$ cat src/rtl/address_sequencer.sv
// Address sequencer: walks [ADDR_BASE, ADDR_BASE+ADDR_COUNT) with offset/stride/length.
// Optional repeat mode enabled by defining ADDRESS_SEQUENCER_REPEAT_EN.
module address_sequencer #(
    parameter int ADDR_WIDTH   = 4,
    parameter int ADDR_BASE    = 0,
    parameter int ADDR_COUNT   = 16,
    parameter int STRIDE_WIDTH = 4,
    parameter int LENGTH_WIDTH = 8
) (
    input  logic                    clock,
    input  logic                    reset,
    input  logic                    start_valid,
    output logic                    start_ready,
    input  logic [ADDR_WIDTH-1:0]   start_offset,
    input  logic [STRIDE_WIDTH-1:0] start_stride,
    input  logic [LENGTH_WIDTH-1:0] start_length,
    input  logic                    start_repeat,
    input  logic                    abort,
    output logic                    addr_valid,
    input  logic                    addr_ready,
    output logic [ADDR_WIDTH-1:0]   raw_address,
    output logic                    addr_last,
    output logic                    done,
    output logic                    error
);

    typedef enum logic [1:0] {
        IDLE,
        RUN,
        DONE
    } state_t;

    localparam int unsigned           COUNT  = ADDR_COUNT;
    localparam logic [ADDR_WIDTH:0]   CNT_W  = (ADDR_WIDTH+1)'(ADDR_COUNT);
    localparam logic [ADDR_WIDTH-1:0] BASE   = ADDR_WIDTH'(ADDR_BASE);
    localparam logic [LENGTH_WIDTH-1:0] LEN_ONE = LENGTH_WIDTH'(1);
    localparam logic [LENGTH_WIDTH-1:0] LEN_TWO = LENGTH_WIDTH'(2);

    state_t                  state;
    logic [ADDR_WIDTH-1:0]   index_q;
    logic [ADDR_WIDTH-1:0]   stride_q;
    logic [LENGTH_WIDTH-1:0] remaining;
    logic [ADDR_WIDTH:0]     sum;
    logic [ADDR_WIDTH-1:0]   next_index;
    logic                    bad_cmd;
    logic                    reload;
    logic [ADDR_WIDTH-1:0]   reload_index;
    logic [LENGTH_WIDTH-1:0] reload_len;

    assign start_ready = (state == IDLE);
    assign bad_cmd = (32'(start_offset) >= COUNT) ||
                     (32'(start_stride) >= COUNT);

`ifdef ADDRESS_SEQUENCER_REPEAT_EN
    logic                    repeat_q;
    logic [ADDR_WIDTH-1:0]   offset_q;
    logic [LENGTH_WIDTH-1:0] length_q;

    // Remember the command so each pass can restart from its offset.
    always_ff @(posedge clock or posedge reset) begin
        if (reset) begin
            repeat_q <= 1'b0;
            offset_q <= '0;
            length_q <= '0;
        end else if (state == IDLE && start_valid && !bad_cmd &&
                     start_length != '0) begin
            repeat_q <= start_repeat;
            offset_q <= start_offset;
            length_q <= start_length;
        end
    end

    assign reload       = repeat_q;
    assign reload_index = offset_q;
    assign reload_len   = length_q;
`else
    logic unused_repeat;

    assign unused_repeat = start_repeat;
    assign reload        = 1'b0;
    assign reload_index  = '0;
    assign reload_len    = '0;
`endif

    // Next index with a single conditional wrap; stride < ADDR_COUNT.
    always_comb begin
        sum        = {1'b0, index_q} + {1'b0, stride_q};
        next_index = sum[ADDR_WIDTH-1:0];
        if (sum >= CNT_W) begin
            next_index = ADDR_WIDTH'(sum - CNT_W);
        end
    end

    // Control FSM with registered address outputs.
    always_ff @(posedge clock or posedge reset) begin
        if (reset) begin
            state       <= IDLE;
            index_q     <= '0;
            stride_q    <= '0;
            remaining   <= '0;
            raw_address <= BASE;
            addr_valid  <= 1'b0;
            addr_last   <= 1'b0;
            done        <= 1'b0;
            error       <= 1'b0;
        end else begin
            done  <= 1'b0;
            error <= 1'b0;
            unique case (state)
                IDLE: begin
                    if (start_valid) begin
                        if (bad_cmd) begin
                            error <= 1'b1;
                        end else if (start_length == '0) begin
                            state <= DONE;
                            done  <= 1'b1;
                        end else begin
                            index_q     <= start_offset;
                            stride_q    <= ADDR_WIDTH'(start_stride);
                            remaining   <= start_length;
                            raw_address <= BASE + start_offset;
                            addr_valid  <= 1'b1;
                            addr_last   <= (start_length == LEN_ONE);
                            state       <= RUN;
                        end
                    end
                end
                RUN: begin
                    if (abort) begin
                        addr_valid <= 1'b0;
                        addr_last  <= 1'b0;
                        done       <= 1'b1;
                        state      <= DONE;
                    end else if (addr_valid && addr_ready) begin
                        if (remaining == LEN_ONE) begin
                            if (reload) begin
                                index_q     <= reload_index;
                                remaining   <= reload_len;
                                raw_address <= BASE + reload_index;
                                addr_last   <= (reload_len == LEN_ONE);
                            end else begin
                                remaining  <= '0;
                                addr_valid <= 1'b0;
                                addr_last  <= 1'b0;
                                done       <= 1'b1;
                                state      <= DONE;
                            end
                        end else begin
                            index_q     <= next_index;
                            raw_address <= BASE + next_index;
                            remaining   <= remaining - LEN_ONE;
                            addr_last   <= (remaining == LEN_TWO);
                        end
                    end
                end
                DONE: begin
                    state <= IDLE;
                end
                default: begin
                    state <= IDLE;
                end
            endcase
        end
    end

endmodule

$ cat config.mk
export PLATFORM = sky130hd
export DESIGN_NAME = address_sequencer
export DESIGN_NICKNAME = d
export VERILOG_FILES = /design/src/rtl/address_sequencer.sv
export SDC_FILE = /design/constraint.sdc
export NUM_CORES = 1
export LEC_CHECK = 0
export BUFFER_PORTS_ARGS = -buffer_cell sky130_fd_sc_hd__buf_4
export CAP_MARGIN = 20
export CORE_UTILIZATION = 53
export CTS_BUF_LIST = sky130_fd_sc_hd__clkbuf_16
export CTS_CLUSTER_SIZE = 30
export DETAILED_ROUTE_END_ITERATION = 10
export MAX_ROUTING_LAYER = met4
export PLACE_DENSITY = 0.79
export SYNTH_ARGS = -nofsm -noshare
export SYNTH_HDL_FRONTEND = slang
export SYNTH_SLANG_ARGS = --single-unit
$ cat constraint.sdc
create_clock -name clock -period 2.55 [get_ports clock]
set_input_delay 0.1275 -clock clock [delete_from_list [all_inputs] [get_ports clock]]
set_output_delay 0.1275 -clock clock [all_outputs]
set_load 0.03 [all_outputs]
Word-level counts from Yosys, hierarchy flattened
Cells that the tools add are included.

operators by class
  multiplexer cells = 37
  reduce and logical (&&, ||, !) cells = 10
  $add $sub $neg = 3
  bitwise logic cells = 1
  equality and inequality tests = 11
  order comparisons = 1

operator list
  kind                   number
  $mux W8                5
  $mux W4                6
  $eq A8 B1 Y1 const B   2
  $pmux W8 S2            1
  $mux W1                15
  $mux W2                5
  $ne A2 B2 Y1 const B   5
  $reduce_and A5 Y1      2
  $eq A8 B2 Y1 const B   1
  $logic_not A8 Y1       1
  $pmux W4 S2            1
  $sub A8 B1 Y8 const B  1
  $ne A3 B3 Y1 const B   2
  $pmux W1 S2            3
  $reduce_and A3 Y1      2
  $reduce_and A6 Y1      1
  $add A4 B4 Y5          1
  $ge A5 B5 Y1 const B   1
  $pmux W2 S2            1
  $reduce_and A4 Y1      1
  $sub A4 B1 Y4 const B  1
  $eq A2 B1 Y1 const B   1
  $logic_not A2 Y1       1
  $reduce_bool A2 Y1     1
  other kinds (2)        2

word-level totals
  logic and storage cells = 70
  flip-flop bits (word level) = 21

Logic depth before layout (Yosys ltp)
Gate-level depths: netlist of the first run.

  depth after elaboration = 7
  gate-level depth with buffers = 6
  gate-level depth less buffers = 6

Least setup slack after synthesis of the first run
Ideal clock, no wire load.

  path kind = register -> register
  from = reg state[0]
  to = reg index_q[0]
  setup slack = 0.766 ns
  cell stages (with the launch flop) = 6
  path buffers = 1
  library setup time = 0.125 ns
  period minus slack after synthesis = 1.784 ns
  data arrival time = 1.659 ns
  required time = 2.425 ns
  cells stage by stage = dfrtp_1 nor2_1 o211a_1 buf_6 o22ai_4 mux2_4

on the way
  word-level cells in the longest chain between the ends = 3

ends and longest elaborated chain
  element                                                              line  text
  start, declared                                                      39    state_t state;
  start signal, assigned                                               97    state <= IDLE;
  start signal, assigned                                               115   state <= DONE;
  start signal, assigned                                               124   state <= RUN;
  $logic_not A2 Y1 (*)                                                 --
  net start_ready                                                      13    output logic start_ready,
  $ne A2 B2 Y1 (no source line) or $reduce_bool A2 Y1 (tied branches)  --
  $reduce_and A6 Y1 (no source line)                                   --
  end signal, assigned                                                 118   index_q <= start_offset;
  end signal, assigned                                                 137   index_q <= reload_index;
  end signal, assigned                                                 149   index_q <= next_index;
  end, declared                                                        40    logic [ADDR_WIDTH-1:0] index_q;

Mark *: on every way through the listed nets, which the timed path passes. The rest lies on a longest branch.
A chain may end at the register's enable or synchronous reset.

Worst setup path after layout of the first run
  from = reg remaining[1]
  to = reg index_q[0]

on the way
  word-level cells in the longest chain between the ends = 3

ends and longest elaborated chain
  element                             line  text
  start, declared                     42    logic [LENGTH_WIDTH-1:0] remaining;
  start signal, assigned              120   remaining <= start_length;
  start signal, assigned              138   remaining <= reload_len;
  start signal, assigned              151   remaining <= remaining - LEN_ONE;
  $eq A8 B1 Y1                        135   if (remaining == LEN_ONE) begin
  $ne A2 B2 Y1 (no source line)       --
  $reduce_and A6 Y1 (no source line)  --

No other way between the ends.

==> summary.txt, run 1 <==
GRT
  – Tot GR Track Use: 26.7%
  – GRT busiest layer: met2
  – First-pass GRT wire length: 5180 µm
  – Initial antenna violation count: 0
  – Met3 usage: 5.22%
  – Global route overflow: 0
  – Vias in the first global route: approximately 1,100
  – Routing usage on met1: roughly a third
  – Met2 usage: 44.1%
  – Largest net degree at the start of global routing: 22

Final layout
  – Fin cells: 193
  – Utilization after layout: 72.0%
  – Post-route cell area: 0.00167 mm²
  – Diodes inserted: 0
  – Leading cell type in the layout, fill and taps excluded: buf_4
  – Most frequent cells in the layout: 32 x buf_4, 21 x dfrtp_1, 11 x nor2_1, 8 x inv_1
  – Nets: 195
  – Layout cells sized above 1: 29.7%
  – Area grow syn2layout: 23.3%

CTS
  – CTS tree: yes
  – CTS buffer count: 3
  – Hold buffer count at cts: 0
  – Resized cells post-CTS: 0
  – Clock buffer depth: 2
  – CTS Sinks: 21
  – Clock Latency Late Sink: 260 ps
  – H-tree depth: 1
  – Post-CTS Repair Setup Buffers: 0
  – Clk root buf: clkbuf_16
  – Clk slew on worst S/H paths: roughly 60 ps

STA
  – FMAX: 485 MHz
  – Final Hold Vio Count: 0
  – Final setup violation count: 0
  – Worst Tran Pin Value: around 830 ps
  – Minimum clock period: 2060 ps
  – Rel. slew slack: approximately 45%
  – Final slew viol count: 0
  – Skew final: 1.90 ps
  – Fin crit share: between 80% and 90%
  – RSZ-0062 raised after global routing: no
  – TNS Setup: 0 ps

Setup path
  – Worst path arrival time: 2200 ps
  – Crit path launch type: flip-flop
  – Critical path class: reg2reg
  – R2R Path Start: remaining[1]$_DFFE_PP0P_
  – WP data required: 2690 ps
  – R2R Path End: index_q[0]$_DFFE_PP0P_
  – Critical path fanouts, max: 4
  – R2R cell count: 6
  – Crit. End Element: flip-flop
  – Slack of the worst reg-to-reg path: roughly 500 ps

Synth
  – Synth area leader: dfrtp_1
  – Syn avg cell area: 9.95 µm²
  – Ys async rst share: 100%
  – Post-Syn Instances: 136
  – Post-synth top area share: 38.8%
  – Top_reg_cell synth: dfrtp_1
  – EDFF count, synth: 0
  – Yosys warnings: 0
  – Synth top area cells: dfrtp_1 39%, ha_1 5.5%, o2bb2ai_1 4.5%, mux2_2 3.3%, mux2_4 3.3%
  – Yosys reg bits: 21
  – Post-Syn Nets: 165
  – Post-Syn Area: 0.00135 mm²
  – Seq/Total Area, Yosys: between 30% and 40%
  – Yosys cell types: 45

Status
  – Status: complete, no violations

Power and ir drop
  – PwrDens: 1230 mW/mm²
  – Tot Pwr: just over 2 mW
  – Lkg Pwr: 0.757 nW
  – Maximum vdd drop: 873 µV

Placement
  – Placed inst area: 0.00159 mm²
  – DPL Wire Length: approximately 2300 µm
  – Placed cell count: 189
  – # port buffers: 28
  – Gpl congestion: a little over 0.9

Floorplanning
  – Core Area: 0.00232 mm²
  – Die H: around 53 µm
  – DIE WIDTH: between 50 and 60 µm
  – IO Pins: 31
  – Initial Util: 58.4%
  – Rows: 17
  – Die area: 0.00276 mm²

Job
  – Number of max-cap violations: 0

Routing
  – Vias: 1,181
  – Final wirelength: ~3200 µm
  – Antenna viol nets, final: 0
  – Vias per cell: 6.12
  – Initial DRC Count: 46
  – WL/cell: 16.8 µm
  – Pre-antenna DRT Iters: 4
  – DRC: 0

Min path
  – Worst min-delay path class: in2async
worst max-delay path, cell delays in order (launching register included):
cell and delay (ps):
dfrtp_1 410, inv_1 110, ha_1 190, nor3b_1 410
nand2_1 200, o22ai_4 290, mux2_4 330
cells in the mapped netlist, types with 2 or more instances:
cell	count
dfrtp_1	21
nor2_1	11
inv_1	7
nand2_1	7
o2bb2ai_1	7
a21oi_1	6
ha_1	6
o22ai_1	5
a22oi_1	4
clkbuf_1	4
mux2_2	4
mux2i_1	4
nor3_1	4
nor4_1	4
mux2_4	3
nand2b_1	3
nor2b_1	3
o21ai_0	3
a31o_2	2
o21bai_1	2
or4_1	2
sequential cells by signal, summed over array words and instances, names as in the netlist:
register,count
addr_valid,1
stride_q,4
addr_last,1
state,2
done,1
index_q,4
remaining,8
report_power, final:
group	internal, mW	switching (mW)
logic	0.490	0.602
clock network	0.209	0.124
registers	0.482	0.148
cell type report:
| class | count | area, µm² |
|---|---|---|
| inverters | 7 | 26.3 |
| repair buffers | 32 | 240 |
| clock buffers | 3 | 75.1 |
| multi-input cells | 101 | 763 |
| well taps | 28 | 35.0 |
| fillers | 184 | 649 |
| flip-flops and latches | 21 | 526 |
| clock inverters | 1 | 3.75 |
through the flow:
step                hold WS (ps)  setup WS, ps
global placement             331           547
CTS                         69.5           502
finish                      41.4           490
detailed placement           333           524
floorplan                    104           766
global route                 103           414
metal layers:
| layer | wire (µm) | part of all wire, % | up-vias |
|---|---|---|---|
| met4 | 55 | 1.7 | 0 |
| met1 | 1410 | 44 | 560 |
| li1 | - | - | 567 |
| met3 | 184 | 5.7 | 7 |
| met2 | 1590 | 49 | 47 |
| met5 | 0 | 0 | - |
cells by family after synthesis:
family / synth area share (%)
AO/OA/AOI/OAI: 21.2
flip-flops: 38.8
AND/OR/NAND/NOR: 17.0
buffers and inverters: 4.81
other: 0.277
multiplexers: 9.61
adder cells (fa/ha/maj): 7.02
XOR/XNOR: 1.29
worst max path at each step:
stage                             start                      to  slack [ps]  depth (start not counted)
2_1_floorplan      state[0]$_DFFE_PP0P_  index_q[0]$_DFFE_PP0P_         770                          5
3_3_place_gp            start_length[2]  index_q[0]$_DFFE_PP0P_         550                          5
3_5_place_dp   remaining[1]$_DFFE_PP0P_  index_q[0]$_DFFE_PP0P_         520                          6
4_1_cts        remaining[1]$_DFFE_PP0P_  index_q[0]$_DFFE_PP0P_         500                          6
5_1_grt        remaining[1]$_DFFE_PP0P_  index_q[0]$_DFFE_PP0P_         410                          6
6_report       remaining[1]$_DFFE_PP0P_  index_q[0]$_DFFE_PP0P_         490                          6
Power figures use the tool's default switching activity.
==> run 2: changes to the inputs <==
==> constraint.sdc (replaced) <==
create_clock -name clock -period 2 [get_ports clock]
set_input_delay 0.1 -clock clock [delete_from_list [all_inputs] [get_ports clock]]
set_output_delay 0.1 -clock clock [all_outputs]
set_load 0.03 [all_outputs]
==> run 2 against run 1 <==
Against the previous run:
- sequential power is 28% higher
- die area is the same
- register-to-register slack worse by 370 ps
- sequential share of layout area shrank 0.42 points
- flip-flop and latch count unchanged
- largest cell class unchanged
- largest power group unchanged
==> summary.txt, run 2 (synthesis gave the netlist of run 1 again) <==
Final layout
  – Utilization after layout: 73.0% (+0.97 points)
  – FILL cells: 182 (-1.1%)
  – Biggest register: remaining
  – Area grow syn2layout: 25.0%
  – Post-route cell area: 0.00169 mm² (+1.3%)
  – Multi-input gate area: 763 µm² (unchanged)
  – Diodes inserted: 0 (unchanged)
  – Max reg flops: 8 (unchanged)
  – Leading cell type in the layout, fill and taps excluded: buf_4
  – Nets: 198 (+1.5%)
  – Biggest regs: remaining: 8 flops, index_q: 4 flops, stride_q: 4 flops
  – Layout cells sized above 1: 31.0% (+1.3 points)
  – FF+latch area: 526 µm² (unchanged)
  – Most frequent cells in the layout: 35 x buf_4, 21 x dfrtp_1, 11 x nor2_1, 8 x inv_1

STA
  – Final setup violation count: 0 (unchanged)
  – Rel. slew slack: 47.2% (+2.7 points)
  – TNS Setup: 0 ps (unchanged)
  – Skew final: 1.78 ps (-0.122 ps)
  – Final slew viol count: 0 (unchanged)
  – FMAX: 531 MHz (+9.4%)
  – Worst Tran Pin Value: 790 ps (-40.6 ps)
  – Minimum clock period: 1880 ps (-177 ps)
  – Final Hold Vio Count: 0 (unchanged)
  – RSZ-0062 raised after global routing: no
  – Fin crit share: 94.1% (+13 points)
  – Final WS setup: 117 ps (-373 ps)

GRT
  – Largest net degree at the start of global routing: 22 (unchanged)
  – Vias in the first global route: 1,110 (-1.9%)
  – Initial antenna violation count: 0 (unchanged)
  – Global route overflow: 0 (unchanged)
  – First-pass GRT wire length: 4910 µm (-5.3%)
  – Tot GR Track Use: 25.8% (-0.89 points)

Setup path
  – Crit path launch type: flip-flop
  – Worst path arrival time: 2020 ps (-180 ps)
  – Critical path fanouts, max: 4 (unchanged)
  – Critical path class: reg2reg
  – End point of the critical path: index_q[0]$_DFFE_PP0P_
  – Crit. End Element: flip-flop
  – Slack of the worst reg-to-reg path: 120 ps (-370 ps)
  – R2R cell count: 6 (unchanged)
  – R2R Path Start: remaining[1]$_DFFE_PP0P_
  – Critical path origin: remaining[1]$_DFFE_PP0P_
  – Crit-path leading delay family: simple AND/OR/NAND/NOR gates
  – Buffers plus inverters on the worst setup path: 1 (unchanged)
  – Cell Chain, Critical Path: inv_1 > ha_1 > nor3b_1 > nand2_1 > o22ai_4 > mux2_4
  – Crit path largest cell delay: 410 ps (about the same)
  – R2R Path End: index_q[0]$_DFFE_PP0P_
  – Worst path slowest cell: dfrtp_1
  – WP data required: 2140 ps (-550 ps)
  – WP depth: 6 (unchanged)

Routing
  – WL/cell: 15.4 µm (-8.4%)
  – Met3 WL: 128 µm (-30%)
  – DRC: 0 (unchanged)
  – Vias per cell: 5.96 (-2.5%)
  – Routed met2 length: 1490 µm (-5.9%)
  – Vias: 1,169 (-1.0%)
  – Pre-antenna DRT Iters: 4 (unchanged)
  – Highest Signal Layer: met4
  – Final wirelength: 3010 µm (-7.0%)
  – M1 WL: 1330 µm (-5.6%)
  – Initial DRC Count: 14 (-70%)
  – Antenna viol nets, final: 0 (unchanged)

Floorplanning
  – DIE WIDTH: 52.5 µm (unchanged)
  – Core Area: 0.00232 mm² (unchanged)
  – Rows: 17 (unchanged)
  – Die area: 0.00276 mm² (unchanged)
  – Die H: 52.5 µm (unchanged)
  – Initial Util: 58.4% (unchanged)
  – IO Pins: 31 (unchanged)

CTS
  – CTS tree: yes
  – Resized cells post-CTS: 0 (unchanged)
  – Clock Latency Late Sink: 250 ps (about the same)
  – Hold buffer count at cts: 0 (unchanged)
  – CTS buffer count: 3 (unchanged)
  – Clk root buf: clkbuf_16
  – Post-CTS Repair Setup Buffers: 0 (unchanged)
  – Clk slew on worst S/H paths: 50 ps (about the same)
  – H-tree depth: 1 (unchanged)
  – Clock buffer depth: 2 (unchanged)
  – CTS Sinks: 21 (unchanged)

Placement
  – DPL Wire Length: 2300 µm (-0.49%)
  – Post-Place Worst Slack: 152 ps (-372 ps)
  – Placed inst area: 0.00161 mm² (+1.4%)
  – # port buffers: 28 (unchanged)
  – Gpl congestion: 0.903 (-3.1%)

Status
  – Status: complete, no violations

Job
  – Number of max-cap violations: 0 (unchanged)

Power and ir drop
  – P_int: 1.52 mW (+29%)
  – Lkg Pwr: 0.773 nW (+2.0%)
  – Reg power frac: 30.9% (+0.3 points)
  – Sw Ratio: 41.6% (-0.91 points)
  – Logic pwr share: 53.2% (about the same)
  – PwrDens: 1540 mW/mm² (+25%)
  – Tot Pwr: 2.60 mW (+27%)
  – Clk pwr share: 15.9% (-0.3 points)
  – Maximum vdd drop: 900 µV (+3.1%)
  – NetSw: 1.08 mW (+24%)

Min path
  – Worst min-delay path class: in2async
run 2: changes by cell type in the layout (fill, tap and decap cells not counted), sizes merged:
cell  delta
buf      +3
run 2: worst reg2reg max path: cells and delay by family, from the launching register on:
| kind | cells | cell delay [ps] |
|---|---|---|
| compound gates | 1 | 280 |
| fa+ha+maj | 1 | 190 |
| buf+inv | 1 | 110 |
| flops | 1 | 410 |
| mux | 1 | 330 |
| simple gates | 2 | 460 |
run 2: worst min-delay path by stage:
stage	from	endpoint	slack [ps]	cells past startpoint
after floorplan	reset	addr_last$_DFFE_PP0P_	80	1
after global placement	reset	state[0]$_DFFE_PP0P_	310	2
after detailed placement	reset	addr_valid$_DFFE_PP0P_	300	2
after CTS	reset	index_q[2]$_DFFE_PP0P_	30	2
after global routing	abort	state[0]$_DFFE_PP0P_	70	2
final	reset	index_q[2]$_DFFE_PP0P_	0.8	2
run 2: layout make-up:
cell class	count	area share [%]
clock buffer	3	4.44
clock inverter	1	0.222
inverter	7	1.55
multi-input combinational	101	45.1
sequential	21	31.1
tap	28	2.07
timing repair buffer	35	15.5
run 2: stage by stage:
stage	cells	hold WS, ps
global route	196	71.4
global placement	192	306
finish	196	0.765
CTS	196	33.5
detailed placement	192	303
floorplan	136	76.5
run 2: routing by layer:
| layer | vias up | global-route usage, % |
|---|---|---|
| li1 | 567 | - |
| met4 | 0 | 11.8 |
| met3 | 5 | 3.48 |
| met1 | 563 | 31.4 |
| met2 | 34 | 42.2 |
| met5 | - | - |
run 2: power groups by stage:
stage          clock [mW]  combinational, mW  sequential (mW)
6_report            0.414               1.38            0.805
3_5_place_dp            0               1.38            0.806
2_1_floorplan           0              0.926            0.859
3_3_place_gp            0               1.34            0.788
4_1_cts             0.422               1.38            0.800
5_1_grt             0.442               1.51            0.829
==> run 3: changes to the inputs <==
==> constraint.sdc (replaced) <==
create_clock -name clock -period 2.1 [get_ports clock]
set_input_delay 0.105 -clock clock [delete_from_list [all_inputs] [get_ports clock]]
set_output_delay 0.105 -clock clock [all_outputs]
set_load 0.03 [all_outputs]
==> run 3 against run 2 <==
Against the previous run:
- cell count is 0.51% lower
- hold slack better by 17 ps
- setup slack better by 67 ps
- critical path type unchanged
==> summary.txt, run 3 (synthesis gave the netlist of run 1 again) <==
Status
  – Status: complete, no violations

Routing
  – Vias per cell: 6.38 (+7.0%)
  – DRC: 0 (unchanged)
  – WL/cell: 17.0 µm (+10%)
  – Pre-antenna DRT Iters: 4 (unchanged)
  – Final wirelength: 3310 µm (+9.8%)
  – Initial DRC Count: 47 (+33)
  – Vias: 1,245 (+6.5%)
  – Antenna viol nets, final: 0 (unchanged)

CTS
  – Clk slew on worst S/H paths: 60 ps (about the same)
  – Resized cells post-CTS: 0 (unchanged)
  – CTS buffer count: 3 (unchanged)
  – Post-CTS Repair Setup Buffers: 0 (unchanged)
  – CTS tree: yes
  – H-tree depth: 1 (unchanged)
  – Hold buffer count at cts: 0 (unchanged)
  – CTS Sinks: 21 (unchanged)
  – Clock buffer depth: 2 (unchanged)
  – Clock Latency Late Sink: 260 ps (about the same)
  – Clk root buf: clkbuf_16

Final layout
  – Most frequent cells in the layout: 34 x buf_4, 21 x dfrtp_1, 11 x nor2_1, 8 x inv_1
  – Leading cell type in the layout, fill and taps excluded: buf_4
  – Nets: 197 (-0.51%)
  – Biggest register: remaining
  – Diodes inserted: 0 (unchanged)
  – Area grow syn2layout: 24.4%
  – Post-route cell area: 0.00168 mm² (-0.44%)
  – Biggest regs: remaining: 8 flops, index_q: 4 flops, stride_q: 4 flops
  – Layout cells sized above 1: 30.5% (-0.41 points)
  – Max reg flops: 8 (unchanged)

Setup path
  – Critical path fanouts, max: 4 (unchanged)
  – WP data required: 2240 ps (+100 ps)
  – Crit path largest cell delay: 410 ps (about the same)
  – R2R Path End: index_q[3]$_DFFE_PP0P_
  – Crit. End Element: flip-flop
  – Crit-path leading delay family: simple AND/OR/NAND/NOR gates
  – Worst path slowest cell: dfrtp_1
  – Slack of the worst reg-to-reg path: 180 ps (+70 ps)
  – Worst path arrival time: 2050 ps (+30 ps)
  – R2R Path Start: remaining[1]$_DFFE_PP0P_
  – R2R cell count: 6 (unchanged)
  – Cell Chain, Critical Path: inv_1 > ha_1 > nor3b_1 > nand2_1 > o22ai_4 > mux2_4
  – Crit path launch type: flip-flop
  – Critical path class: reg2reg
  – WP depth: 6 (unchanged)
  – Buffers plus inverters on the worst setup path: 1 (unchanged)

STA
  – Minimum clock period: 1920 ps (+32.6 ps)
  – TNS Setup: 0 ps (unchanged)
  – Final setup violation count: 0 (unchanged)
  – FMAX: 522 MHz (-1.7%)
  – Worst Tran Pin Value: 830 ps (+39.7 ps)
  – Fin crit share: 91.2% (-2.9 points)
  – RSZ-0062 raised after global routing: no
  – Skew final: 4.11 ps (+2.33 ps)
  – Final slew viol count: 0 (unchanged)
  – Final Hold Vio Count: 0 (unchanged)
  – Rel. slew slack: 44.6% (-2.6 points)

Power and ir drop
  – Lkg Pwr: 0.768 nW (-0.66%)
  – NetSw: 1.06 mW (-2.0%)
  – Maximum vdd drop: 948 µV (+5.3%)
  – Reg power frac: 30.4% (-0.5 points)
  – Sw Ratio: 42.3% (+0.69 points)
  – PwrDens: 1490 mW/mm² (-3.2%)
  – P_int: 1.45 mW (-4.7%)
  – Logic pwr share: 53.4% (+0.2 points)
  – Clk pwr share: 16.1% (+0.2 points)

Floorplanning
  – Core Area: 0.00232 mm² (unchanged)
  – Die area: 0.00276 mm² (unchanged)
  – Rows: 17 (unchanged)
  – Die H: 52.5 µm (unchanged)
  – IO Pins: 31 (unchanged)
  – DIE WIDTH: 52.5 µm (unchanged)
  – Initial Util: 58.4% (unchanged)

GRT
  – Vias in the first global route: 1,156 (+4.1%)
  – Tot GR Track Use: 27.6% (+1.9 points)
  – First-pass GRT wire length: 5290 µm (+7.9%)
  – Global route overflow: 0 (unchanged)
  – Largest net degree at the start of global routing: 22 (unchanged)
  – Initial antenna violation count: 0 (unchanged)

Placement
  – Placed inst area: 0.00161 mm² (-0.47%)
  – Gpl congestion: 0.881 (-2.4%)
  – # port buffers: 28 (unchanged)
  – DPL Wire Length: 2340 µm (+1.7%)

Min path
  – Worst min-delay path class: in2async

Job
  – Number of max-cap violations: 0 (unchanged)
## run 3: cell types whose count changed in the layout (fill, tap and decap cells not counted), sizes merged
cell / previous run / this run
buf: 35 / 34
## run 3: final cells by class
cell class                      count  area (µm²)
Multi-Input combinational cell    101         763
Fill cell                         167         634
Sequential cell                    21         526
Timing Repair Buffer               34         255
Clock buffer                        3        75.1
Tap cell                           28        35.0
Inverter                            7        26.3
Clock inverter                      1        3.75
## run 3: power groups by stage
| stage | Clock [mW] | Sequential, mW | Combinational [mW] |
|---|---|---|---|
| after floorplan | 0 | 0.818 | 0.882 |
| after global placement | 0 | 0.752 | 1.27 |
| after detailed placement | 0 | 0.762 | 1.31 |
| after CTS | 0.409 | 0.755 | 1.34 |
| after global routing | 0.429 | 0.785 | 1.46 |
| final | 0.405 | 0.763 | 1.34 |
## run 3: stage by stage
stage	util (%)	cells	total power [mW]	hold WS [ps]	setup WS, ps
final	72.6	195	2.51	18.0	185
after global routing	72.6	195	2.67	81.1	90.5
after floorplan	-	136	1.70	81.5	316
after CTS	72.6	195	2.50	48.7	201
after detailed placement	69.2	191	2.07	321	144
after global placement	69.2	191	2.02	312	162
## run 3: worst max path at each step
stage,end,start,slack [ps]
finish,index_q[3]$_DFFE_PP0P_,remaining[1]$_DFFE_PP0P_,180
global route,index_q[0]$_DFFE_PP0P_,remaining[1]$_DFFE_PP0P_,90
CTS,index_q[2]$_DFFE_PP0P_,remaining[1]$_DFFE_PP0P_,200
detailed placement,index_q[2]$_DFFE_PP0P_,start_length[2],140
global placement,index_q[0]$_DFFE_PP0P_,start_length[2],160
floorplan,index_q[0]$_DFFE_PP0P_,state[0]$_DFFE_PP0P_,320
## run 3: routing by layer
layer  wire (µm)  vias to the layer above  GRT usage [%]  part of all wire, %
li1            -                      568              -                    -
met1        1410                      597           35.4                   43
met2        1590                       66           41.1                   48
met3         217                       14           5.80                  6.6
met4          87                        0           14.0                  2.6
met5           0                        -              -                    0
